--- src/rtl/tdm_pkg.sv ---
// Shared lane definitions for the 8:1 TDM mux and its matching 1:8 demux.
package tdm_pkg;

    localparam int N_LANES = 8;
    localparam int SEL_W   = 3;

    typedef logic [SEL_W-1:0] lane_idx_t;

    // Reset value of the round-robin pointer, chosen so that lane 0 is searched first.
    localparam lane_idx_t PTR_RESET = lane_idx_t'(N_LANES - 1);

endpackage

--- src/rtl/rr_arb8.sv ---
// Combinational round-robin arbiter. It searches ptr+1 .. ptr+8 (mod 8) and
// grants the first requesting lane.
module rr_arb8
    import tdm_pkg::*;
(
    input  logic [N_LANES-1:0] req,
    input  lane_idx_t          ptr,
    output lane_idx_t          grant,
    output logic               any_req
);

    lane_idx_t idx;

    always_comb begin
        grant   = '0;
        any_req = 1'b0;
        idx     = '0;
        // The 3-bit add wraps, so offset 8 lands back on ptr itself (searched last).
        for (int i = 1; i <= N_LANES; i++) begin
            idx = ptr + lane_idx_t'(i);
            if (!any_req && req[idx]) begin
                grant   = idx;
                any_req = 1'b1;
            end
        end
    end

endmodule

--- src/rtl/tdm_mux8.sv ---
// Eight-lane round-robin TDM merge with one registered output stage and lane tags.
module tdm_mux8
    import tdm_pkg::*;
#(
    parameter int W = 8
) (
    input  logic                 clk,
    input  logic                 rst,
    input  logic [N_LANES*W-1:0] in_data,
    input  logic [N_LANES-1:0]   in_valid,
    output logic [N_LANES-1:0]   in_ready,
    output logic [W-1:0]         out_data,
    output lane_idx_t            out_sel,
    output logic                 out_valid,
    input  logic                 out_ready
);

    lane_idx_t      ptr;
    lane_idx_t      grant;
    logic           any_req;
    logic           load_en;
    logic [W-1:0]   grant_data;

    rr_arb8 u_arb (
        .req     (in_valid),
        .ptr     (ptr),
        .grant   (grant),
        .any_req (any_req)
    );

    assign load_en    = !out_valid || out_ready;
    assign grant_data = in_data[int'(grant)*W +: W];

    // Ready is gated by reset so that no upstream word is consumed and then dropped.
    always_comb begin
        in_ready = '0;
        if (!rst && load_en && any_req) begin
            in_ready[grant] = 1'b1;
        end
    end

    // out_sel[2] drives demux s0, out_sel[0] drives s2.
    always_ff @(posedge clk) begin
        if (rst) begin
            out_valid <= 1'b0;
            out_data  <= '0;
            out_sel   <= '0;
            ptr       <= PTR_RESET;
        end else if (load_en) begin
            if (any_req) begin
                out_valid <= 1'b1;
                out_data  <= grant_data;
                out_sel   <= grant;
                ptr       <= grant;
            end else begin
                out_valid <= 1'b0;
            end
        end
    end

endmodule

--- config.mk ---
export PLATFORM = sky130hd
export DESIGN_NAME = tdm_mux8
export DESIGN_NICKNAME = d
export VERILOG_FILES = /design/src/rtl/tdm_pkg.sv /design/src/rtl/rr_arb8.sv /design/src/rtl/tdm_mux8.sv
export SDC_FILE = /design/constraint.sdc
export NUM_CORES = 1
export LEC_CHECK = 0
export ABC_AREA = 1
export BUFFER_PORTS_ARGS = -buffer_cell sky130_fd_sc_hd__buf_2
export CAP_MARGIN = 20
export CORE_ASPECT_RATIO = 2
export CORE_UTILIZATION = 45
export CTS_BUF_LIST = sky130_fd_sc_hd__clkbuf_16
export CTS_CLUSTER_SIZE = 12
export DETAILED_ROUTE_END_ITERATION = 10
export PLACE_DENSITY = 0.82
export SLEW_MARGIN = 5
export SYNTH_ARGS = -nofsm -noshare
export SYNTH_HDL_FRONTEND = slang
export SYNTH_SLANG_ARGS = --single-unit
--- constraint.sdc ---
create_clock -name clk -period 7.1 [get_ports clk]
set_clock_uncertainty 0.05 [all_clocks]
set_input_delay 1.065 -clock clk [delete_from_list [all_inputs] [get_ports clk]]
set_output_delay 1.065 -clock clk [all_outputs]
set_load 0.02 [all_outputs]
; Word level (Yosys, flattened, before mapping)
; Index checks and enable logic that the tools add are counted.
[word_totals]
wordCells = 79
regBits = 15
[op_classes]
n_reduce_logical = 21
add_sub_neg = 7
n_lt_le_gt_ge = 10
mux = 36
n_shift = 1
[op_table]
columns = op, count
row1 = $shiftx A64 B7 Y8, 1
row2 = $lt A3 B4 Y1 const B, 9
row3 = $bmux W1 S3, 8
row4 = $mux W3, 8
row5 = $mux W1, 18
row6 = $add A3 B3 Y3 const B, 4
row7 = $logic_and A1 B1 Y1, 10
row8 = $logic_not A1 Y1, 9
row9 = $mux W8, 1
row10 = $add A3 B2 Y3 const B, 2
row11 = $add A3 B1 Y3 const B, 1
row12 = $demux W1 S3, 1
row13 = $ge A3 B1 Y1 const B, 1
row14 = $reduce_and A2 Y1, 1
row15 = $logic_or A1 B1 Y1, 1

; Depth between registers and ports, before layout
[depth]
word_depth = 30
depth_mapped = 22

; Cells and area by module
; Synthesis repeated with hierarchy kept, for this count alone.
[unflattened]
cells_unflattened = 396
hier_area_um2 = 2102.0
[modules_own_cells]
columns = module, n_inst, cells_per_inst, area_per_inst_um2
row1 = tdm_mux8, 1, 254, 1338.8
row2 = rr_arb8, 1, 142, 763.2

; Least setup slack after synthesis
; No wires, ideal clock.
[synth_path]
path_kind = input port to output port
from = in in_valid[7]
to = out in_ready[1]
slack_ps = 3286
path_stages = 12
arrival_ps = 2699
path_cell_list = nand2_1 -> nand3_1 -> nand3_1 -> nand2_2 -> nor2_8 -> nand4_4 -> nor2_4 -> nand3_2 -> nand3_4 -> buf_4 -> nand4_1 -> nor2_1
[synth_between]
elab_chain_len = 29
elab_cells_between_ends = 53
cone_classes = 2 x order compare / 35 x mux / 16 x reduce/logical
[synth_rtl]
columns = element, line
row1 = start: declaration, tdm_mux8.sv:10  ; input logic [N_LANES-1:0] in_valid,
row2 = $bmux W1 S3, rr_arb8.sv:21  ; if (!any_req && req[idx]) begin
row3 = $mux W1 (implied by the code), rr_arb8.sv:21
row4 = $mux W1, rr_arb8.sv:21
row5 = $logic_not A1 Y1, rr_arb8.sv:21
row6 = $logic_and A1 B1 Y1, rr_arb8.sv:21
row7 = $mux W1, rr_arb8.sv:21
row8 = $logic_not A1 Y1, rr_arb8.sv:21
row9 = $logic_and A1 B1 Y1, rr_arb8.sv:21
row10 = (+13 left out), -
row11 = $logic_not A1 Y1, rr_arb8.sv:21
row12 = $logic_and A1 B1 Y1, rr_arb8.sv:21
row13 = $mux W3, rr_arb8.sv:21
row14 = $lt A3 B4 Y1 (implied by the code) / $ge A3 B1 Y1 (equally long branches), tdm_mux8.sv:38  ; in_ready[grant] = 1'b1;
row15 = $logic_and A1 B1 Y1 (implied by the code), tdm_mux8.sv:38
row16 = $mux W1 (implied by the code), tdm_mux8.sv:38
row17 = $demux W1 S3, tdm_mux8.sv:38
row18 = $mux W8 *, tdm_mux8.sv:37  ; if (!rst && load_en && any_req) begin
row19 = end: declaration, tdm_mux8.sv:11  ; output logic [N_LANES-1:0] in_ready,
; Mark *: on every way between the ends. The rest lies on a longest branch, timed or not. The select of a mux whose other input is x is not followed.

; Worst setup path after layout
[layout_path]
from = reg ptr[0]
to = out in_ready[4]
[layout_between]
elab_chain_len = 30
elab_cells_between_ends = 60
cone_classes = 7 x add/sub / 2 x order compare / 35 x mux / 16 x reduce/logical
[layout_rtl]
columns = element, line
row1 = start: declaration, tdm_mux8.sv:18  ; lane_idx_t ptr;
row2 = start signal: assignment, tdm_mux8.sv:54  ; ptr <= grant;
row3 = $add A3 B1 Y3, rr_arb8.sv:20  ; idx = ptr + lane_idx_t'(i);
row4 = $bmux W1 S3, rr_arb8.sv:21
row5 = $mux W1 (implied by the code), rr_arb8.sv:21
row6 = $mux W1, rr_arb8.sv:21
row7 = $logic_not A1 Y1, rr_arb8.sv:21
row8 = $logic_and A1 B1 Y1, rr_arb8.sv:21
row9 = $mux W1, rr_arb8.sv:21
row10 = $logic_not A1 Y1, rr_arb8.sv:21
row11 = (+14 left out), -
row12 = $logic_not A1 Y1, rr_arb8.sv:21
row13 = $logic_and A1 B1 Y1, rr_arb8.sv:21
row14 = $mux W3, rr_arb8.sv:21
row15 = $lt A3 B4 Y1 (implied by the code) / $ge A3 B1 Y1 (equally long branches), tdm_mux8.sv:38
row16 = $logic_and A1 B1 Y1 (implied by the code), tdm_mux8.sv:38
row17 = $mux W1 (implied by the code), tdm_mux8.sv:38
row18 = $demux W1 S3, tdm_mux8.sv:38
row19 = $mux W8 *, tdm_mux8.sv:37
; Marked as above.

==> flow_summary_export.csv <==
group,metric,value,unit
critical_path,path_delay_family,"simple AND/OR/NAND/NOR gates",
detailed_routing,drc,0,
detailed_routing,drt_wl_total,6360,um
synthesis,synth_top_area_cell,"nand2_1",
cts,cts_tree,"built",
cts,clk_latency,0.24,ns
detailed_routing,first_pass_iters,4,
place,dp_slack,2.42,ns
sta,finalHoldViolations,0,
sta,worst_slack,2.11,ns
cts,cts.htree.levels,1,
sta,maxSlewViolCount,0,
job,cap_violations,0,
synthesis,async_flop_share,0,%
critical_path,max_stage_delay,0.65,ns
floorplan,dieArea,4940,um2
critical_path,path_max_fanout,34,
cts,cts.repair.resized,0,
final_layout,seq_area,300,um2
sta,setup_viol,0,
sta,maxSlewHeadroom,60.8,%
synthesis,seq_area_frac_synth,14.3,%
place,portBuffers,94,
cts,root_buffer,"clkbuf_16",
synthesis,synth_common_cells,"158 x nand2_1, 72 x nand3_1, 31 x nor2_1, 20 x inv_1, 15 x dfxtp_1",
floorplan,die_w,50.2,um
final_layout,antenna_cells,0,
detailed_routing,vias,2651,
synthesis,avgSynthCellArea,5.58,um2
cts,cts_hold_buf,0,
synthesis,synth_top_area_share,28.3,%
floorplan,fp.dieH,98.5,um
detailed_routing,drtIter0Drc,78,
sta,tightestPinTransition,0.587,ns
synthesis,synth_flop_cell,"dfxtp_1",
grt,grt_pass1_vias,2477,
detailed_routing,avgViaCountPerCell,5.18,
floorplan,start_util,47.3,%
detailed_routing,postRouteAntennaNets,0,
final_layout,area_delta_synth_final,23.6,%
floorplan,num_rows,34,
final_layout,nets,536,
place,placed_cells,508,
critical_path,critPathRequiredTime,5.98,ns
cts,clock-sinks,15,
critical_path,slowest_stage,"dfxtp_1",
hold_path,hold_class,"reg -> reg",
synthesis,yosysUniqueCellTypes,31,
sta,period_needed,4.99,ns
floorplan,io_pins,95,
final_layout,final_cells,512,
critical_path,path_class,"reg -> out",
grt,grt_max_degree,35,
sta,rsz0062_at_grt,"false",
synthesis,yosys_warnings,0,
cts,path_clk_slew,0.05,ns
place,dp_hpwl,5220,um
critical_path,crit_arrival,3.88,ns
synthesis,netlist_instances,375,
floorplan,core-area,4420,um2
sta,max_freq,0.200,GHz
cts,cts_buffers,3,
critical_path,cp-end-kind,"primary output",
status,status,"completed",
detailed_routing,wire_per_inst,12.4,um
grt,grt.overflow.total,0,
critical_path,path_buf_inv,4,
synthesis,synth_area_leaders,"nand2_1 28%, nand3_1 17%, dfxtp_1 14%",
grt,grt_antenna_before_repair,0,
final_layout,drive_gt1_share,28.6,%
grt,grtUsageTotal,27.3,%
synthesis,synth-seq-cells,15,
synthesis,syn_nets,452,
synthesis,yosysMostFrequentCell,"nand2_1",
critical_path,path_cells,"inv_2 -> ha_1 -> inv_1 -> nand3_1 -> nand3_2 -> nand2_4 -> nor2_8 -> nand3_2 -> nand2_1 -> inv_2 -> nor2_2 -> nand3_4 -> nand2_4 -> nand3_1 -> nor2_1 -> buf_2",
cts,cts_max_path_buffers,2,
cts,post-cts-setup-buffers,0,
synthesis,synth-edff-count,0,
final_layout,nFillCells,471,
final_layout,utilization,58.5,%
synthesis,syn_area,2090,um2
grt,grt_pass1_wl,10600,um
final_layout,multi_input_area,1570,um2
sta,timing.final.crit_share,70.3,%
critical_path,start_kind,"register",
sta,setup_tns,0,ns
place,gp_congestion,0.990,
layout make-up:
cell class	instances	share of cell area (%)
clock inverter	1	0.194
clock buffer	3	2.90
timing repair buffer	94	18.2
sequential	15	11.6
multi-input combinational	318	60.5
inverter	27	3.97
tap	54	2.61
kinds of logic after synthesis:
| family | after synthesis | synth area share (%) |
|---|---|---|
| DFF | 15 | 14.3 |
| xor gates and xnor gates | 3 | 2.51 |
| buffers and inverters | 42 | 10.9 |
| and+or+nand+nor | 291 | 65.2 |
| AOI/OAI and AO/OA | 22 | 5.86 |
| adders and majority gates | 2 | 1.20 |
flip-flops by register name, indices dropped and copies added, names as in the netlist:
| name | cells |
|---|---|
| out_data | 8 |
| out_sel | 3 |
| out_valid | 1 |
| ptr | 3 |
per-stage QoR:
step,hold WS [ns],cell area (um2)
final,0.422,2590
after CTS,0.419,2590
after global routing,0.459,2590
after global placement,0.405,2510
after detailed placement,0.405,2510
after floorplan,0.487,2090
final timing paths:
| check | slack [ns] | endpoint | from | cells after the start |
|---|---|---|---|---|
| min reg2reg | 0.42 | out_sel[1] | out_sel[1] | 2 |
| max | 2.11 | in_ready[4] | ptr[0] | 16 |
| min | 0.42 | out_sel[1] | out_sel[1] | 2 |
| max reg2reg | 3.31 | out_data[6] | ptr[0] | 18 |
worst reg2reg max path: cells and delay by family, from the launching register on:
family                     cells  cell delay, ns
adders and majority gates      1            0.41
buffers and inverters          3            0.57
DFF                            1            0.65
and+or+nand+nor               14            2.01
layout by cell type (no fill, tap or decap), drive strengths merged, types with 2 or more instances in the layout:
master / n
nand2: 163
buf: 94
nand3: 79
nor2: 40
inv: 26
dfxtp: 15
o21ai: 12
nand4: 7
a21oi: 6
clkbuf: 3
clkinv: 2
o211ai: 2
ha: 2
xor2: 2
nand3b: 2
layer usage:
metal / vias up / wire [um] / GRT usage [%] / part of all wire, %
met2: 122 / 3370 / 51.1 / 53
li1: 1373 / - / - / -
met3: 31 / 222 / 1.70 / 3.5
met5: - / 0 / 0 / 0
met1: 1125 / 2320 / 26.8 / 37
met4: 0 / 443 / 19.3 / 7.0
Power is left out: the tool's default activity adds up to more than one toggle a clock period on the data nets, which glitch-free logic cannot reach.
